`config.mk`:
```
export PLATFORM = sky130hd
export DESIGN_NAME = matmul_seq_ctrl
export DESIGN_NICKNAME = d
export VERILOG_FILES = /design/src/rtl/matmul_seq_ctrl.sv
export SDC_FILE = /design/constraint.sdc
export NUM_CORES = 1
export LEC_CHECK = 0
export BUFFER_PORTS_ARGS = -buffer_cell sky130_fd_sc_hd__buf_2
export CAP_MARGIN = 20
export CELL_PAD_IN_SITES_DETAIL_PLACEMENT = 1
export CELL_PAD_IN_SITES_GLOBAL_PLACEMENT = 2
export CORE_ASPECT_RATIO = 2
export CORE_UTILIZATION = 37
export CTS_CLUSTER_SIZE = 16
export DETAILED_ROUTE_END_ITERATION = 6
export GPL_TIMING_DRIVEN = 0
export PLACE_DENSITY = 0.9
export SYNTH_ARGS = -nofsm -noshare
export SYNTH_HDL_FRONTEND = slang
export SYNTH_SLANG_ARGS = --single-unit
```
`constraint.sdc`:
```
create_clock -name clk_i -period 8.55 [get_ports clk_i]
set_input_delay 0.4275 -clock clk_i [delete_from_list [all_inputs] [get_ports clk_i]]
set_output_delay 0.4275 -clock clk_i [all_outputs]
set_load 0.02 [all_outputs]
```
`src/rtl/matmul_seq_ctrl.sv`:
```
// Sequencer for the output-stationary systolic multiply array: clears the PEs,
// streams K operand slices through the skewed array, then writes N result rows.
module matmul_seq_ctrl #(
    parameter int MAX_DIM = 4,
    parameter int DIM_W   = (MAX_DIM > 2) ? $clog2(MAX_DIM) : 1,
    parameter int CNT_W   = $clog2(3 * MAX_DIM)
) (
    input  logic             clk_i,
    input  logic             rst_i,
    input  logic             start_i,
    input  logic [DIM_W-1:0] n_dim_i,
    input  logic [DIM_W-1:0] k_dim_i,
    input  logic [DIM_W-1:0] m_dim_i,
    output logic             pe_clr_o,
    output logic             operand_vld_o,
    output logic [DIM_W-1:0] operand_idx_o,
    output logic             shift_en_o,
    output logic             res_wr_en_o,
    output logic [DIM_W-1:0] res_row_o,
    input  logic             res_ready_i,
    output logic             busy_o,
    output logic             done_o
);

    typedef enum logic [2:0] {
        ST_IDLE,
        ST_CLEAR,
        ST_FEED,
        ST_WRITE,
        ST_DONE
    } state_t;

    state_t           state_q, state_d;
    logic [CNT_W-1:0] cnt_q, cnt_d;
    logic [CNT_W-1:0] feed_last;
    logic [DIM_W-1:0] row_q, row_d;
    logic [DIM_W-1:0] n_q, n_d, k_q, k_d, m_q, m_d;

    logic             pe_clr_q, pe_clr_d;
    logic             operand_vld_q, operand_vld_d;
    logic [DIM_W-1:0] operand_idx_q, operand_idx_d;
    logic             shift_en_q, shift_en_d;
    logic             res_wr_en_q, res_wr_en_d;
    logic [DIM_W-1:0] res_row_q, res_row_d;
    logic             busy_q, busy_d;
    logic             done_q, done_d;

    // Stored dims are minus-one values, so K+N+M-2 == k+n+m+1.
    assign feed_last = CNT_W'(k_q) + CNT_W'(n_q) + CNT_W'(m_q) + CNT_W'(1);

    always_comb begin
        state_d = state_q;
        cnt_d   = cnt_q;
        row_d   = row_q;
        n_d     = n_q;
        k_d     = k_q;
        m_d     = m_q;

        case (state_q)
            ST_IDLE: begin
                if (start_i) begin
                    n_d     = n_dim_i;
                    k_d     = k_dim_i;
                    m_d     = m_dim_i;
                    state_d = ST_CLEAR;
                end
            end
            ST_CLEAR: begin
                cnt_d   = '0;
                state_d = ST_FEED;
            end
            ST_FEED: begin
                if (cnt_q == feed_last) begin
                    row_d   = '0;
                    state_d = ST_WRITE;
                end else begin
                    cnt_d = cnt_q + CNT_W'(1);
                end
            end
            ST_WRITE: begin
                if (res_ready_i) begin
                    if (row_q == n_q) begin
                        state_d = ST_DONE;
                    end else begin
                        row_d = row_q + DIM_W'(1);
                    end
                end
            end
            ST_DONE: begin
                state_d = ST_IDLE;
            end
            default: begin
                state_d = ST_IDLE;
            end
        endcase
    end

    // Outputs are decoded from the next state so they can be registered
    // without adding a cycle of latency.
    always_comb begin
        pe_clr_d      = 1'b0;
        operand_vld_d = 1'b0;
        operand_idx_d = '0;
        shift_en_d    = 1'b0;
        res_wr_en_d   = 1'b0;
        res_row_d     = '0;
        busy_d        = 1'b0;
        done_d        = 1'b0;

        case (state_d)
            ST_CLEAR: begin
                pe_clr_d = 1'b1;
                busy_d   = 1'b1;
            end
            ST_FEED: begin
                busy_d     = 1'b1;
                shift_en_d = (cnt_d != '0);
                if (cnt_d <= CNT_W'(k_d)) begin
                    operand_vld_d = 1'b1;
                    operand_idx_d = cnt_d[DIM_W-1:0];
                end
            end
            ST_WRITE: begin
                busy_d      = 1'b1;
                res_wr_en_d = 1'b1;
                res_row_d   = row_d;
            end
            ST_DONE: begin
                done_d = 1'b1;
            end
            default: ;
        endcase
    end

    always_ff @(posedge clk_i) begin
        if (rst_i) begin
            state_q       <= ST_IDLE;
            cnt_q         <= '0;
            row_q         <= '0;
            n_q           <= '0;
            k_q           <= '0;
            m_q           <= '0;
            pe_clr_q      <= 1'b0;
            operand_vld_q <= 1'b0;
            operand_idx_q <= '0;
            shift_en_q    <= 1'b0;
            res_wr_en_q   <= 1'b0;
            res_row_q     <= '0;
            busy_q        <= 1'b0;
            done_q        <= 1'b0;
        end else begin
            state_q       <= state_d;
            cnt_q         <= cnt_d;
            row_q         <= row_d;
            n_q           <= n_d;
            k_q           <= k_d;
            m_q           <= m_d;
            pe_clr_q      <= pe_clr_d;
            operand_vld_q <= operand_vld_d;
            operand_idx_q <= operand_idx_d;
            shift_en_q    <= shift_en_d;
            res_wr_en_q   <= res_wr_en_d;
            res_row_q     <= res_row_d;
            busy_q        <= busy_d;
            done_q        <= done_d;
        end
    end

    assign pe_clr_o      = pe_clr_q;
    assign operand_vld_o = operand_vld_q;
    assign operand_idx_o = operand_idx_q;
    assign shift_en_o    = shift_en_q;
    assign res_wr_en_o   = res_wr_en_q;
    assign res_row_o     = res_row_q;
    assign busy_o        = busy_q;
    assign done_o        = done_q;

endmodule

```
==> impl_metrics.py <==
metrics = {
    "clock_network": {
        "cts_tree": "built",
        "cts_setup_buffers": 0,
        "path_clk_slew_ns": 0.09,
        "clk_latency_ns": 0.27,
        "clkSinkCount": 25,
        "cts_resized": 0,
        "clockRootBuffer": "clkbuf_8",
        "htreeDepth": 1,
        "cts_hold_buf": 0,
        "clock_path_buffers": 2,
        "cts_inserted_buffers": 3,
    },
    "synthesis": {
        "synthArstFlopShare_pct": 0,
        "synth_ff_type": "dfxtp_1",
        "netlist_area_um2": 1370,
        "synth-edff-count": 0,
        "ys_seq_area_share_pct": 36.6,
        "ys_seq_elements": 25,
        "avgSynthCellArea_um2": 9.78,
        "yosys_warnings": 0,
        "syn-num-nets": 158,
        "yosysTopAreaCellShare_pct": 36.6,
        "syn_inst": 140,
        "ys_types": 50,
        "synth.area.top_cells": "dfxtp_1 37%, mux2i_1 6.6%, ha_1 5.5%, nor2_1 3.6%, fa_1 2.9%",
        "synth_area_leader_cell": "dfxtp_1",
    },
    "global_route": {
        "grt_first_pass_wirelength_mm": 5.47,
        "grt_max_degree": 14,
        "antenna_found_initial": 0,
        "grtUsageTotal_pct": 18.9,
        "grt_pass1_vias": 1196,
        "grt-ovfl-total": 0,
    },
    "setup_path": {
        "critPathLaunch": "n_q[0]",
        "rr_startpoint": "n_q[0]",
        "reg2reg_to": "operand_idx_o[0]",
        "r2r_cells": 16,
        "r2r_slack_ns": 4.70,
        "cp-end-kind": "register",
        "cp.arrival_ns": 4.07,
        "cp-start-kind": "register",
        "critPathCapture": "operand_idx_o[0]",
        "crit_type": "register to register",
        "worstPathRequired_ns": 8.76,
        "crit_fanout": 6,
    },
    "detailed_routing": {
        "first_pass_iters": 4,
        "ant_nets": 0,
        "drtIter0Drc": 26,
        "routed_wirelength_mm": 3.12,
        "vias_per_cell": 5.37,
        "wl_per_cell_um": 14.9,
        "via_count": 1128,
        "drc_errors": 0,
    },
    "sta": {
        "max_freq_mhz": 260,
        "final.period_utilization_pct": 45.1,
        "final.min_clock_period_ns": 3.85,
        "fin_tns_setup_ns": 0,
        "slew_violations": 0,
        "clock_skew_ns": 0.00298,
        "rsz0062_at_grt": "no",
        "tightest_slew_ns": 0.537,
        "hold_viol_final": 0,
        "final-setup-viol-count": 0,
        "relSlewSlack_pct": 63.9,
        "setup_ws_ns": 4.70,
    },
    "layout": {
        "final_cell_mix": "25 x dfxtp_1, 19 x buf_2, 13 x nor2_1, 9 x inv_1, 9 x mux2i_1",
        "seqCellArea_um2": 500,
        "antenna_cells": 0,
        "multi_input_area_um2": 792,
        "final_core_util_pct": 45.3,
        "layout_commonest_cell": "dfxtp_1",
        "drive_above_1_share_pct": 21.6,
        "final_net_count": 181,
        "area_growth_pct": 14.3,
        "final_cell_count_no_fill": 210,
        "filler_cell_count": 429,
    },
    "pwr": {
        "ir_drop_uv": 97.5,
        "leakage_nw": 0.668,
        "cellPowerDensity_nw_per_um2": 174,
    },
    "place": {
        "dp_slack_ns": 4.71,
        "io_buffers": 18,
        "dp_hpwl_mm": 2.49,
        "gp_congestion": 0.870,
        "placed_cells": 206,
    },
    "floorplanning": {
        "die_x_um": 45.0,
        "rows": 30,
        "die-height_um": 88.0,
        "io-pin-count": 20,
        "start_util_pct": 39.6,
        "core_um2": 3450,
        "die-area_um2": 3960,
    },
    "status": {
        "outcome": "finished, final reports clean",
    },
    "run": {
        "maxCapViolCount": 0,
    },
    "min_path": {
        "hold_class": "input pin to register",
    },
}
[routing by layer]
layer,up-vias,wire length [um],share of wire [%],track usage (%)
li1,546,-,-,-
met1,544,1140,36,18.7
met2,27,1800,58,36.0
met3,11,85,2.7,2.47
met4,0,97,3.1,9.37
met5,-,0,0,0
[synth_stat cells (2+ instances only)]
master / count
dfxtp_1: 25
nor2_1: 13
inv_1: 9
mux2i_1: 9
nand2_1: 7
ha_1: 6
nor3_1: 6
nor2b_1: 5
and2_1: 4
nand3_1: 4
xnor2_1: 4
a21oi_1: 2
buf_6: 2
clkbuf_1: 2
fa_1: 2
nor4_1: 2
o2111ai_1: 2
o21ai_2: 2
o31a_1: 2
o41ai_1: 2
[per-stage QoR]
step / instance area [um^2] / total power [W] / hold WS (ns)
3_5_place_dp: 1520 / 0.000204 / 0.509
4_1_cts: 1560 / 0.000274 / 0.388
5_1_grt: 1560 / 0.000289 / 0.390
3_3_place_gp: 1520 / 0.000199 / 0.479
6_report: 1560 / 0.000272 / 0.381
2_1_floorplan: 1370 / 0.000185 / 0.460
[flip-flops by register name, indices dropped and copies added (netlist names), 2 cells and up]
signal,count
operand_idx_o,2
k_q,2
m_q,2
res_row_o,2
n_q,2
state_q,3
cnt_q,4
row_q,2
[final cells by class]
cell class                 instances  share of cell area [%]
buffer                             6                    2.72
clock buffer                       4                    2.88
inverter                           9                    2.16
multi-input combinational        100                    50.6
sequential                        25                    32.0
tap                               48                    3.84
timing repair buffer              18                    5.76
[worst max-delay path: stages, from the launching register on]
cell and delay, ns:
dfxtp_1 0.37, inv_1 0.09, ha_1 0.29, inv_1 0.07
ha_1 0.20, inv_1 0.08, fa_1 0.51, xor2_1 0.19
nand3_2 0.19, o21ai_2 0.35, mux2i_1 0.32, ha_1 0.29
nor2b_1 0.14, a2bb2oi_1 0.13, a21o_1 0.16, a211oi_2 0.26
nor2b_1 0.16
[worst min-delay path by stage]
stage / startpoint / end / slack [ns] / depth (start not counted)
after floorplan: m_q[0] / m_q[0] / 0.46 / 2
after global placement: m_q[0] / m_q[0] / 0.48 / 2
after detailed placement: m_q[0] / m_q[0] / 0.51 / 2
after CTS: start_i / busy_o / 0.39 / 2
after global routing: start_i / busy_o / 0.39 / 2
final: start_i / busy_o / 0.38 / 2
[cells by family after synthesis]
family                   after synthesis  synth area share [%]
AND/OR/NAND/NOR                       50                  19.6
AO/OA/AOI/OAI                         25                  16.5
flip-flops                            25                  36.6
buffers and inverters                 15                  5.58
multiplexers                          11                  8.50
adder cells (fa/ha/maj)                8                  8.41
XOR/XNOR                               6                  4.94
[power breakdown]
group          switching [W]  total [W]  internal [W]
registers         0.00000412   0.000127      0.000123
logic              0.0000428  0.0000741     0.0000313
clock network      0.0000378  0.0000712     0.0000334
total              0.0000847   0.000272      0.000187
No activity file was read; power rests on OpenSTA's default activity.
